<file path="src/rtl/pdm_pkg.sv">
// Shared types and constants for the path delay meter.
package pdm_pkg;

    typedef enum logic [2:0] {
        IDLE = 3'd0,
        PRE  = 3'd1,
        RISE = 3'd2,
        FALL = 3'd3,
        DONE = 3'd4
    } pdm_state_e;

    localparam int SYNC_STAGES     = 2;
    // A zero-delay path still reads back the synchronizer latency.
    localparam int ZERO_DELAY_READ = SYNC_STAGES;

endpackage

</file>
<file path="src/rtl/pdm_sync.sv">
// Multi-flop synchronizer bringing the path-under-test output into the C domain.
module pdm_sync
    import pdm_pkg::*;
(
    input  logic C,
    input  logic R,
    input  logic i_d,
    output logic o_q
);

    logic [SYNC_STAGES-1:0] r_sync;

    // Shift the asynchronous input through the synchronizer stages
    always_ff @(posedge C or negedge R) begin
        if (!R) begin
            r_sync <= {SYNC_STAGES{1'b0}};
        end else begin
            r_sync <= {r_sync[SYNC_STAGES-2:0], i_d};
        end
    end

    assign o_q = r_sync[SYNC_STAGES-1];

endmodule

</file>
<file path="src/rtl/path_delay_meter.sv">
// Launches a rise then a fall on A and counts cycles until Y follows each edge.
// Optional min/max tracking of captured delays is enabled by defining PDM_MINMAX_EN.
module path_delay_meter #(
    parameter int CNT_W  = 8,
    parameter int SETTLE = 4
) (
    input  logic             C,
    input  logic             R,
    input  logic             START,
    output logic             A,
    input  logic             Y,
    output logic             BUSY,
    output logic             DONE,
    output logic             TIMEOUT,
    output logic [CNT_W-1:0] T_RISE,
    output logic [CNT_W-1:0] T_FALL
`ifdef PDM_MINMAX_EN
    ,
    output logic [CNT_W-1:0] T_MIN,
    output logic [CNT_W-1:0] T_MAX
`endif
);

    import pdm_pkg::*;

    localparam logic [CNT_W-1:0] CNT_MAX    = {CNT_W{1'b1}};
    localparam logic [CNT_W-1:0] CNT_ZERO   = {CNT_W{1'b0}};
    localparam logic [CNT_W-1:0] CNT_ONE    = {{(CNT_W-1){1'b0}}, 1'b1};
    localparam logic [CNT_W-1:0] SETTLE_CNT = CNT_W'(SETTLE - 1);

    pdm_state_e       r_state, w_state_nxt;
    logic [CNT_W-1:0] r_cnt, w_cnt_nxt, w_cnt_inc;
    logic             r_a, w_a_nxt;
    logic             r_done;
    logic             r_timeout, w_timeout_nxt;
    logic [CNT_W-1:0] r_t_rise, w_t_rise_nxt;
    logic [CNT_W-1:0] r_t_fall, w_t_fall_nxt;
    logic             w_ys;

    pdm_sync u_sync (
        .C   (C),
        .R   (R),
        .i_d (Y),
        .o_q (w_ys)
    );

    // Next-state, counter and result decode
    always_comb begin
        w_state_nxt   = r_state;
        w_cnt_nxt     = r_cnt;
        w_a_nxt       = r_a;
        w_timeout_nxt = r_timeout;
        w_t_rise_nxt  = r_t_rise;
        w_t_fall_nxt  = r_t_fall;
        w_cnt_inc     = (r_cnt == CNT_MAX) ? r_cnt : r_cnt + CNT_ONE;
        case (r_state)
            IDLE: begin
                if (START) begin
                    w_state_nxt   = PRE;
                    w_timeout_nxt = 1'b0;
                    w_cnt_nxt     = CNT_ZERO;
                end else begin
                    w_state_nxt   = IDLE;
                end
            end
            PRE: begin
                w_a_nxt = 1'b0;
                if ((r_cnt >= SETTLE_CNT) && !w_ys) begin
                    w_state_nxt = RISE;
                    w_a_nxt     = 1'b1;
                    w_cnt_nxt   = CNT_ZERO;
                end else if (r_cnt == CNT_MAX) begin
                    w_state_nxt   = pdm_pkg::DONE;
                    w_timeout_nxt = 1'b1;
                    w_t_rise_nxt  = CNT_MAX;
                    w_t_fall_nxt  = CNT_MAX;
                end else begin
                    w_cnt_nxt = w_cnt_inc;
                end
            end
            RISE: begin
                if (w_ys) begin
                    w_state_nxt  = FALL;
                    w_t_rise_nxt = r_cnt;
                    w_a_nxt      = 1'b0;
                    w_cnt_nxt    = CNT_ZERO;
                end else if (r_cnt == CNT_MAX) begin
                    w_state_nxt   = pdm_pkg::DONE;
                    w_timeout_nxt = 1'b1;
                    w_a_nxt       = 1'b0;
                    w_t_rise_nxt  = CNT_MAX;
                    w_t_fall_nxt  = CNT_MAX;
                end else begin
                    w_cnt_nxt = w_cnt_inc;
                end
            end
            FALL: begin
                if (!w_ys) begin
                    w_state_nxt  = pdm_pkg::DONE;
                    w_t_fall_nxt = r_cnt;
                end else if (r_cnt == CNT_MAX) begin
                    w_state_nxt   = pdm_pkg::DONE;
                    w_timeout_nxt = 1'b1;
                    w_a_nxt       = 1'b0;
                    w_t_fall_nxt  = CNT_MAX;
                end else begin
                    w_cnt_nxt = w_cnt_inc;
                end
            end
            pdm_pkg::DONE: begin
                w_state_nxt = IDLE;
            end
            default: begin
                w_state_nxt = IDLE;
                w_a_nxt     = 1'b0;
            end
        endcase
    end

    // State, counter and result registers
    always_ff @(posedge C or negedge R) begin
        if (!R) begin
            r_state   <= IDLE;
            r_cnt     <= CNT_ZERO;
            r_a       <= 1'b0;
            r_done    <= 1'b0;
            r_timeout <= 1'b0;
            r_t_rise  <= CNT_ZERO;
            r_t_fall  <= CNT_ZERO;
        end else begin
            r_state   <= w_state_nxt;
            r_cnt     <= w_cnt_nxt;
            r_a       <= w_a_nxt;
            r_done    <= (w_state_nxt == pdm_pkg::DONE);
            r_timeout <= w_timeout_nxt;
            r_t_rise  <= w_t_rise_nxt;
            r_t_fall  <= w_t_fall_nxt;
        end
    end

    assign A       = r_a;
    assign BUSY    = (r_state != IDLE);
    assign DONE    = r_done;
    assign TIMEOUT = r_timeout;
    assign T_RISE  = r_t_rise;
    assign T_FALL  = r_t_fall;

`ifdef PDM_MINMAX_EN
    logic [CNT_W-1:0] r_t_min, w_t_min_nxt;
    logic [CNT_W-1:0] r_t_max, w_t_max_nxt;
    logic             w_cap;

    // Fold each successful edge capture into the running extremes
    always_comb begin
        w_cap       = ((r_state == RISE) && w_ys) || ((r_state == FALL) && !w_ys);
        w_t_min_nxt = r_t_min;
        w_t_max_nxt = r_t_max;
        if (w_cap) begin
            if (r_cnt < r_t_min) begin
                w_t_min_nxt = r_cnt;
            end else begin
                w_t_min_nxt = r_t_min;
            end
            if (r_cnt > r_t_max) begin
                w_t_max_nxt = r_cnt;
            end else begin
                w_t_max_nxt = r_t_max;
            end
        end else begin
            w_t_min_nxt = r_t_min;
            w_t_max_nxt = r_t_max;
        end
    end

    // Min/max registers
    always_ff @(posedge C or negedge R) begin
        if (!R) begin
            r_t_min <= CNT_MAX;
            r_t_max <= CNT_ZERO;
        end else begin
            r_t_min <= w_t_min_nxt;
            r_t_max <= w_t_max_nxt;
        end
    end

    assign T_MIN = r_t_min;
    assign T_MAX = r_t_max;
`endif

endmodule

</file>
<file path="config.mk">
export PLATFORM = sky130hd
export DESIGN_NAME = path_delay_meter
export DESIGN_NICKNAME = d
export VERILOG_FILES = /design/src/rtl/pdm_pkg.sv /design/src/rtl/pdm_sync.sv /design/src/rtl/path_delay_meter.sv
export SDC_FILE = /design/constraint.sdc
export NUM_CORES = 1
export LEC_CHECK = 0
export BUFFER_PORTS_ARGS = -buffer_cell sky130_fd_sc_hd__buf_2
export CORE_MARGIN = 4
export CORE_UTILIZATION = 55
export CTS_BUF_LIST = sky130_fd_sc_hd__clkbuf_4 sky130_fd_sc_hd__clkbuf_8 sky130_fd_sc_hd__clkbuf_16
export CTS_CLUSTER_DIAMETER = 40
export DETAILED_ROUTE_END_ITERATION = 16
export PLACE_DENSITY_LB_ADDON = 0.05
export SLEW_MARGIN = 15
export SYNTH_ARGS = -nofsm -noshare
export SYNTH_HDL_FRONTEND = slang
export SYNTH_SLANG_ARGS = --single-unit
</file>
<file path="constraint.sdc">
create_clock -name C -period 2.65 [get_ports C]
set_input_delay 0.265 -clock C [delete_from_list [all_inputs] [get_ports C]]
set_output_delay 0.265 -clock C [all_outputs]
set_load 0.005 [all_outputs]
</file>
Yosys cells after proc, flatten, opt, wreduce, memory -nomap -nowiden
Cells that the tools add are included.
{ "totals": {"out_inout_bits": 20, "elab_cells": 66, "inputBits": 4, "register_bits": 32} }
{ "classes": {"bitwise": 1, "n_lt_le_gt_ge": 1, "n_mux": 32, "reduce_logical": 13, "n_addsub": 1, "eq_ne": 10} }
{ "ops": {"columns": ["operator", "count"], "rows": [
  ["two-way mux 8 bit", 12],
  ["case mux 8 bit (4 select lines)", 1],
  ["case mux 8 bit (3 select lines)", 1],
  ["case mux 8 bit (2 select lines)", 1],
  ["two-way mux 3 bit", 4],
  ["case mux 3 bit (4 select lines)", 1],
  ["two-way mux 1 bit", 10],
  ["adder 8 x 1 -> 8 bit (second input constant)", 1],
  ["equality test 8 bit (second input constant)", 1],
  ["greater-or-equal comparator 8 x 2 -> 1 bit (second input constant)", 1],
  ["case mux 1 bit (4 select lines)", 2],
  ["equality test 3 x 2 -> 1 bit (second input constant)", 2],
  ["equality test 3 bit (second input constant)", 2],
  ["!= test 2 bit (second input constant)", 3],
  ["AND reduction 3 bit", 2],
  ["nonzero test 3 bit", 2],
  ["AND reduction 5 bit", 1],
  ["AND reduction 2 bit", 2],
  ["nonzero test 4 bit", 1],
  ["equality test 3 x 1 -> 1 bit (second input constant)", 1],
  ["zero test 3 bit", 1],
  ["!= test 2 x 1 -> 1 bit (second input constant)", 1],
  ["nonzero test 2 bit", 1],
  ["OR reduction 2 bit", 1],
  ["other kinds (3)", 3]
]} }

Depth between registers and ports, before layout
Gate-level depths: netlist (run 1).
{ "logic_depth": {"ltp_word": 5, "mapped_depth": 6, "depth_no_buf": 5} }

Hierarchy
From an unflattened synthesis (run 1), not the netlist that was laid out.
{ "unflattened": {"cells_unflattened": 170, "area_unflattened_um2": 1691.6} }
{ "modules_own_cells": {"columns": ["mod", "area_per_inst_um2", "instances", "seq_area_each_um2", "cells_per_inst"], "rows": [
  ["path_delay_meter", 1641.6, 1, 750.7, 168],
  ["pdm_sync", 50.0, 1, 50.0, 2]
]} }

Worst setup path before layout (run 1)
Ideal clock, no wire load.
{ "synth_path": {"kind": "register to register", "from": "reg r_cnt[0]", "to": "reg r_t_fall[0] (netlist: T_FALL[0])", "path_slack_ps": 814, "arrival_time_ps": 1770, "required_ps": 2585, "path_stages_with_launch": 6, "cell_sequence": "dfrtp_1 -> ha_1 -> nor4_2 -> a311oi_2 -> a211oi_4 -> o22a_1"} }
{ "synth_between": {"elab_chain_len": 4} }
{ "synth_rtl": {"columns": ["item", "line", "text"], "rows": [
  ["start: declaration", "path_delay_meter.sv:32", "logic [CNT_W-1:0] r_cnt, w_cnt_nxt, w_cnt_inc;"],
  ["start signal: assignment", "path_delay_meter.sv:132", "r_cnt <= w_cnt_nxt;"],
  ["greater-or-equal comparator 8 x 2 -> 1 bit or equality test 8 bit (tied branches)", null, null],
  ["logical AND 1 bit or two-way mux 8 bit (tied branches)", null, null],
  ["!= test 2 bit (no source line), or another cell as far along", null, null],
  ["AND reduction 3 bit (no source line) or case mux 8 bit (3 select lines) (tied branches)", null, null],
  ["end signal: assignment", "path_delay_meter.sv:137", "r_t_fall <= w_t_fall_nxt;"],
  ["end: declaration", "path_delay_meter.sv:37", "logic [CNT_W-1:0] r_t_fall, w_t_fall_nxt;"]
]} }
Several ways; a longest one is shown, not always the timed one. The select of a mux whose other input is x is not followed.
A chain may end at the register's enable or synchronous reset.

Worst setup path in the final report (run 1)
{ "layout_path": {"from": "reg r_state[2]", "to": "reg r_t_fall[7] (netlist: T_FALL[7])"} }
{ "layout_between": {"elab_chain_len": 3} }
{ "layout_rtl": {"columns": ["item", "line", "text"], "rows": [
  ["start: declaration", "path_delay_meter.sv:31", "pdm_state_e r_state, w_state_nxt;"],
  ["start signal: assignment", "path_delay_meter.sv:131", "r_state <= w_state_nxt;"],
  ["equality test 3 x 2 -> 1 bit or equality test 3 x 1 -> 1 bit (tied branches)", "path_delay_meter.sv:56", "case (r_state)"],
  ["!= test 2 bit (no source line) or nonzero test 3 bit (tied branches)", null, null],
  ["AND reduction 3 bit (no source line)", null, null]
]} }
Several ways; a longest one is shown, not always the timed one.

==> run summary, run 1 <==
Period utilization -> 83.05%
Outcome -> finished, final reports clean
Io pins -> 24
Power Dens Cells -> 1150 nW/um2
RSZ-0062 raised after global routing -> false
Row cnt -> 18
Fmax -> 454.4 MHz
Most frequent cells in the layout -> dfrtp_1 (32), buf_2 (23), o22a_1 (18), nand2_1 (6), clkbuf_4 (6)
Largest net degree at the start of global routing -> 33
Peak supply drop -> 919.3 uV
Post-CTS sizing -> 0
RR Startpoint -> r_state[2]$_DFF_PN0_
Ys async rst share -> 100.0%
CP Max Fanout -> 16
Element type at the critical path start -> flop
Slew @ Worst Pin -> 791.2 ps
Crit path DAT -> 2480 ps
Post-Place Cells -> 176
Post-synth EDFFs -> 0
DP HPWL -> 2132 um
Antenna cells -> 0
Critical path origin -> r_state[2]$_DFF_PN0_
Leakage Power -> 0.0007793 uW
P_int -> 1267 uW
First-pass GRT wire length -> 5423 um
Pre-Repair DR Iteration Count -> 4
CTS Root Cell -> clkbuf_4
WL per Instance -> 17.57 um
Core Footprint -> 2545 um2
Worst hold path class -> input port to flop
Clock Tree Buf Depth -> 2
Clk Latency, worst-skew pair -> 330 ps
Sw Share -> 35.94%
Synth cell types -> 47
Max-slew violations -> 0
Met3 GRT Util -> 4.043%
I/O Buffers -> 23
CTS tree -> done
Post-synth net total -> 136
Met1 usage -> 29.06%
Commonest non-fill, non-tap cell in the layout -> dfrtp_1
H-tree levels -> 2
Total CTS buffers -> 5
Post-synthesis sequential area ratio -> 52.89%
GRT Max-Usage Layer -> met2
Setup crit end kind -> flop
Critical Path RT -> 2930 ps
Postcts setup bufs -> 0
Vias in the first global route -> 1102
Met2 usage -> 29.48%
Starting Density -> 59.49%
Final Non-Filler Cells -> 185
Layout cell share with drive strength beyond 1 -> 23.23%
YS warnings -> 0
Cell area after synthesis -> 1514 um2
Critical path type -> flop to flop
Full die area -> 3656 um2
Clock-pin slew on the worst setup and hold paths -> 100 ps
NetSw -> 710.8 uW
Clock power frac -> 18.9%
Antenna-violating nets left -> 0
Synth-to-Final Area Change -> 13.55%
Setup total negative slack -> 0 ps
Flop pwr share -> 43.6%
Drc violations -> 0
Slew HR -> 47.26%
Comb power frac -> 37.5%
DR iter-0 viols -> 64
Period minus WS final -> 2201 ps
Clk_skew -> 4.169 ps
Total wire length -> 3250 um
Fin nets -> 159
Vias -> 1165
Max Cap Viol -> 0
Worst Hold Launch -> Y
Ys flop type -> dfrtp_1
Initial antenna violation count -> 0
Gr usage total -> 20.38%
Vias per inst -> 6.297
FF+latch count, synth -> 32
Final Hold Fails -> 0
Clock sink count -> 32
Placer Congestion -> 0.8822
Avg Cell Area, Syn -> 11.56 um2
Die Y -> 60.47 um
Die width -> 60.47 um
Cells after Synth -> 131
Remaining global-route overflow -> 0
Finish-stage setup viols -> 0
-- Yosys cell counts, drive strengths merged (2+ instances only) --
cell	number	share of area [%]
inv	4	0.99
nor3	5	1.7
nor2	2	0.50
o31ai	2	0.99
and3	2	0.83
nand3	2	0.66
dfrtp	32	53
maj3	2	1.3
clkbuf	5	1.2
and2	4	1.7
a311o	2	1.3
nor2b	4	1.7
o22a	18	10
a211oi	5	3.3
a21oi	4	1.3
buf	4	1.7
a311oi	2	1.6
nand2	6	1.5
-- logic make-up (layout without fill, tap and decap cells) --
logic type,after synthesis,after routing,synth area share (%)
AO/OA/AOI/OAI,48,48,26.70
AND/OR/NAND/NOR,34,34,13.55
flip-flops,32,32,52.89
buffers and inverters,13,37,3.966
adder cells (fa/ha/maj),3,3,2.149
multiplexers,1,1,0.7437
-- metrics by stage --
step,instance area (um2),total power (uW),worst slack (ps),util (%),hold slack (ps)
CTS,1719,1991,454.7,67.55,22.03
global route,1719,2120,320.0,67.55,24.92
detailed placement,1629,1606,491.7,64.01,335.5
floorplan,1514,1346,814.5,-,-30.59
global placement,1629,1586,529.3,64.01,331.8
finish,1719,1978,449.1,67.55,33.46
-- what timing repair did --
item,CTS,global route
endpoints found under the setup margin,0,0
hold endpoints to repair,32,0
hold buffers,1,0
-- state kept, by name, summed over array words and instances (netlist names) --
register       cells
A                  1
DONE               1
TIMEOUT            1
T_FALL             8
T_RISE             8
r_cnt              8
r_state            3
u_sync.r_sync      2
-- layout make-up --
type,count,area [um2]
Clock buffer,6,45.04
Clock inverter,2,35.03
Tap cell,30,37.54
Timing Repair Buffer,25,132.6
Multi-Input combinational cell,86,653.1
Sequential cell,32,800.8
Fill cell,188,825.8
Inverter,4,15.01
-- routing by layer --
layer  up-vias  wire [um]
met4         0         74
met2        43       1457
met3        10        212
met5         -          0
li1        560          -
met1       552       1506
-- power groups by stage --
stage	combinational (uW)	sequential (uW)	clock [uW]
after floorplan	547	799	0
after global placement	729	857	0
after detailed placement	740	866	0
after CTS	749	859	383
after global routing	822	900	397
final	742	862	374
-- worst max-delay path, cell delays in order, from the launching register on --
cell,delay (ps)
dfrtp_1,580
or3b_1,490
or2_1,380
a211oi_4,480
o22a_1,210
-- worst paths after layout --
check                                              to  slack, ps  depth (start not counted)
setup / recovery                T_FALL[7]$_DFFE_PN0P_        450                          4
hold / removal             u_sync.r_sync[0]$_DFF_PN0_         30                          1
setup reg to reg                T_FALL[7]$_DFFE_PN0P_        450                          4
hold reg to reg            u_sync.r_sync[1]$_DFF_PN0_        360                          0
max in group asynchronous               A$_DFFE_PN0P_       1690                          2
min in group asynchronous         TIMEOUT$_DFFE_PN0P_        500                          2
No activity file was read; power rests on OpenSTA's default activity.
==> inputs of run 2 (changes only) <==
Settings changed: CORE_UTILIZATION 55 to 49.
Clock period 2.65 ns to 1.9 ns, I/O delays scaled along.
==> run 2 against run 1 <==
- utilization is 0.052 points lower
- non-clock buffer count rose by 21
- die area is 11% higher
- count of clock-buffer cells in the layout up 1
- combinational power up 89%
- routed wire length grew 7.9%
- clock skew increased by 3.7 ps
- register-to-register slack got worse by 390 ps
- critical path depth grew 2
- via count up 7.0%
- sequential share of layout area is 5.0 points lower
- largest cell class unchanged
==> run summary, run 2 (synthesized netlist as in run 1, its figures left out) <==
CTS tree -> done
Hold depth -> 3
Clock sink count -> 32
Gr usage total -> 18.88%
Final Hold Fails -> 0
Pre-CTS WS -> 4.905 ps
Post-DP Area -> 1773 um2
Fmax -> 542.0 MHz
CTS Root Cell -> clkbuf_4
Vias in the first global route -> 1267
Largest net degree at the start of global routing -> 33
RSZ-0062 raised after global routing -> true
Worst r2r path cells -> 6
Vias -> 1246
Final instance area -> 1926 um2
Leakage Power -> 0.0008914 uW
DP HPWL -> 2495 um
Worst hold path class -> input port to flop
Layout cell share with drive strength beyond 1 -> 35.23%
H-tree levels -> 2
Critical path type -> flop to flop
Fin nets -> 180
Clock Tree Buf Depth -> 2
Most frequent cells in the layout -> dfrtp_1 (32), buf_2 (23), buf_4 (21), o22a_1 (18)
Max Cap Viol -> 0
Slew HR -> 54.27%
CP Max Fanout -> 6
Clk Latency, worst-skew pair -> 330 ps
Power Total -> 3053 uW
Antenna-violating nets left -> 0
Finish-stage setup viols -> 0
Power Dens Cells -> 1586 nW/um2
Fillers -> 225
Starting Density -> 53.07%
Row cnt -> 19
Antenna cells -> 0
Post-Place Cells -> 196
Placer Congestion -> 0.8720
Clk_skew -> 7.900 ps
DR iter-0 viols -> 63
I/O Buffers -> 23
Crit path DAT -> 2040 ps
Drc violations -> 0
Vias per inst -> 6.019
Slew @ Worst Pin -> 686.0 ps
Initial antenna violation count -> 0
Max-slew violations -> 0
Core Footprint -> 2853 um2
WL per Instance -> 16.95 um
Commonest non-fill, non-tap cell in the layout -> dfrtp_1
Final Non-Filler Cells -> 207
Critical Path RT -> 2100 ps
Full die area -> 4043 um2
Synth-to-Final Area Change -> 27.19%
Die width -> 63.59 um
Total wire length -> 3508 um
Remaining global-route overflow -> 0
Period minus WS final -> 1845 ps
Hold WS -> 171.2 ps
First-pass GRT wire length -> 5927 um
Die Y -> 63.59 um
Pre-Repair DR Iteration Count -> 4
Clock-pin slew on the worst setup and hold paths -> 100 ps
Peak supply drop -> 925.4 uV
Period utilization -> 97.10%
Io pins -> 24
Total CTS buffers -> 5
Slack of the critical path -> 55.12 ps
Element type at the critical path start -> flop
Outcome -> finished, final reports clean
Setup crit end kind -> flop
run 2: changes by cell type in the layout (fill, tap and decap cells not counted), sizes merged:
cell and change:
dlygate4sd3 +1, clkinv -1, clkbuf +1, buf +20
run 2: metrics by stage:
step / util [%] / TNS (ps)
final: 67.50 / 0
after global placement: 62.15 / 0
after CTS: 66.27 / 0
after floorplan: - / 0
after detailed placement: 62.15 / 0
after global routing: 67.50 / -90.09
run 2: per-layer routing:
| layer | up-vias | part of all wire, % | global-route usage, % |
|---|---|---|---|
| met3 | 6 | 3.3 | 3.552 |
| li1 | 594 | - | - |
| met5 | - | 0 | 0 |
| met2 | 29 | 48 | 32.20 |
| met1 | 617 | 47 | 23.84 |
| met4 | 0 | 1.3 | 6.469 |
run 2: worst max-delay path: stages, from the launching register on:
cell and delay [ps]:
dfrtp_1 410, ha_2 190, buf_4 150, and4_2 260, nand2_2 170, o21ai_0 110, a2111oi_0 430
run 2: power breakdown:
group / internal (uW) / total [uW] / switching (uW)
clock: 349 / 577 / 228
sequential: 936 / 1080 / 145
combinational: 713 / 1400 / 682
run 2: area by class of cell:
cell class	instances	area (um2)	share of cell area [%]
Tap cell	31	38.79	2.014
Clock buffer	7	65.06	3.379
Clock inverter	1	30.03	1.559
Inverter	4	15.01	0.7797
Sequential cell	32	800.8	41.59
Multi-Input combinational cell	86	683.2	35.48
Timing Repair Buffer	46	292.8	15.20
run 2: path summary, 6_finish.rpt:
path	start	end	slack [ps]
max in group asynchronous	R	r_cnt[2]$_DFFE_PN0P_	1030
min	START	TIMEOUT$_DFFE_PN0P_	170
max reg2reg	r_cnt[1]$_DFFE_PN0P_	r_state[0]$_DFF_PN0_	60
min reg2reg	u_sync.r_sync[0]$_DFF_PN0_	u_sync.r_sync[1]$_DFF_PN0_	370
min in group asynchronous	R	r_state[0]$_DFF_PN0_	430
max	r_cnt[1]$_DFFE_PN0P_	r_state[0]$_DFF_PN0_	60
run 2: repair_timing:
item	CTS	global route
setup buffers	0	1
resized for setup	1	6
gates cloned	0	0
pin swaps	0	1
endpoints found under the setup margin	1	21
hold buffers	2	0
endpoints found under the hold margin	33	0
==> inputs of run 3 (changes only) <==
Settings changed: CORE_ASPECT_RATIO set to 0.6.
==> run 3 against run 2 <==
- utilization grew 0.54 points
- fmax is 2.2% higher
- via count grew 5.4%
- sequential share of layout area down 1.1 points
- critical endpoint is now r_cnt[2]$_DFFE_PN0P_
- worst hold slack gained 52 ps
- critical path depth unchanged
- largest cell class unchanged
- routed wire length increased by 9.3%
- clock skew decreased by 2.5 ps
- first-iteration DRC count grew to 3.6 times the previous value
==> run summary, run 3 (synthesized netlist as in run 1, its figures left out) <==
Element type at the critical path start -> flop
Row cnt -> 15
Starting Density -> 52.04%
Sw Share -> 35.70%
Fmax -> 554.0 MHz
Remaining global-route overflow -> 0
Clock Tree Buf Depth -> 2
Setup crit end kind -> flop
Post-DP Area -> 1817 um2
Gr usage total -> 21.42%
Clock power frac -> 17.8%
R2R Path End -> r_cnt[2]$_DFFE_PN0P_
Clk_skew -> 5.436 ps
CP Max Fanout -> 4
Pre-Repair DR Iteration Count -> 5
Total CTS buffers -> 5
Antenna cells -> 0
Worst hold path class -> input port to flop
RR Startpoint -> r_cnt[0]$_DFFE_PN0P_
Hold WS -> 223.1 ps
Finish-stage setup viols -> 0
Critical path type -> flop to flop
Total wire length -> 3835 um
Period utilization -> 95.00%
Slew @ Worst Pin -> 688.5 ps
Synth-to-Final Area Change -> 30.74%
Clock sink count -> 32
CTS tree -> done
Flop pwr share -> 35.2%
Core Footprint -> 2909 um2
I/O Buffers -> 23
Final Hold Fails -> 0
Vias per inst -> 5.968
Period minus WS final -> 1805 ps
Vias -> 1313
Drc violations -> 0
Full die area -> 4072 um2
Most frequent cells in the layout -> dfrtp_1 (31), buf_4 (24), buf_2 (23), o22a_1 (18), clkbuf_8 (7)
Die Y -> 51.06 um
P_int -> 2020 uW
H-tree levels -> 2
Hold depth -> 3
WL per Instance -> 17.43 um
Worst Hold Launch -> START
Crit path DAT -> 2000 ps
Commonest non-fill, non-tap cell in the layout -> dfrtp_1
Placer Congestion -> 0.8885
Outcome -> finished, final reports clean
DP HPWL -> 2767 um
Pre-CTS WS -> 11.83 ps
NetSw -> 1122 uW
FF-to-FF setup slack -> 90 ps
Slack of the critical path -> 94.97 ps
Io pins -> 24
Clk Latency, worst-skew pair -> 290 ps
Peak supply drop -> 855.7 uV
Max Cap Viol -> 0
Antenna-violating nets left -> 0
Clock-pin slew on the worst setup and hold paths -> 70 ps
Leakage Power -> 0.0009097 uW
Power Dens Cells -> 1587 nW/um2
Postcts setup bufs -> 0
Slew HR -> 54.10%
End of the worst hold path -> TIMEOUT$_DFFE_PN0P_
Worst r2r path cells -> 6
Vias in the first global route -> 1329
DR iter-0 viols -> 226
Largest net degree at the start of global routing -> 33
Final instance area -> 1979 um2
Critical Path RT -> 2100 ps
Post-layout util -> 68.04%
CTS Root Cell -> clkbuf_8
Initial antenna violation count -> 0
Die width -> 79.76 um
Comb power frac -> 47.0%
Layout cell share with drive strength beyond 1 -> 35.39%
First-pass GRT wire length -> 6444 um
Max-slew violations -> 0
Fin nets -> 183
-- run 3: what timing repair did --
item	in CTS	in global routing
hold buffers	1	1
gates resized for setup	0	9
setup endpoints to repair	1	25
endpoints found under the hold margin	32	1
-- run 3: power by group through the flow --
| stage | clock network (uW) | logic, uW | registers, uW |
|---|---|---|---|
| 2_1_floorplan | 0 | 763 | 1110 |
| 3_3_place_gp | 0 | 1340 | 1080 |
| 3_5_place_dp | 0 | 1380 | 1100 |
| 4_1_cts | 572 | 1390 | 1090 |
| 5_1_grt | 620 | 1600 | 1140 |
| 6_report | 560 | 1480 | 1110 |
-- run 3: worst max-delay path, stage by stage (launching register included) --
cell     delay, ps
dfrtp_1        390
ha_4           170
and4_2         280
nand2_1        140
buf_4          190
a311o_1        340
a22oi_1        200
-- run 3: worst max-delay path by stage --
stage | from | to | slack (ps)
2_1_floorplan | r_cnt[0]$_DFFE_PN0P_ | T_FALL[0]$_DFFE_PN0P_ | 60
3_3_place_gp | u_sync.r_sync[1]$_DFF_PN0_ | r_cnt[5]$_DFFE_PN0P_ | 80
3_5_place_dp | r_cnt[0]$_DFFE_PN0P_ | r_cnt[2]$_DFFE_PN0P_ | 10
4_1_cts | r_cnt[0]$_DFFE_PN0P_ | r_cnt[2]$_DFFE_PN0P_ | -10
5_1_grt | u_sync.r_sync[1]$_DFF_PN0_ | DONE$_DFF_PN0_ | -40
6_report | r_cnt[0]$_DFFE_PN0P_ | r_cnt[2]$_DFFE_PN0P_ | 90
-- run 3: metal layers --
metal	track usage (%)	vias up	wire length (um)
met3	6.162	14	287
li1	-	605	-
met5	0	-	0
met2	31.99	63	1660
met1	29.13	631	1784
met4	9.270	0	103
-- run 3: final cells by class --
class	instances	area [um2]
Tap cell	42	52.55
Sequential cell	32	802.0
Fill cell	237	929.6
Multi-Input combinational cell	86	698.2
Inverter	4	15.01
Timing Repair Buffer	49	315.3
Clock buffer	7	96.34
-- run 3: per-stage QoR --
| stage | TNS, ps | power (uW) | cells |
|---|---|---|---|
| CTS | -11.11 | 3052 | 219 |
| detailed placement | 0 | 2480 | 211 |
| global route | -44.34 | 3353 | 220 |
| finish | 0 | 3141 | 220 |
| floorplan | 0 | 1877 | 131 |
| global placement | 0 | 2422 | 211 |
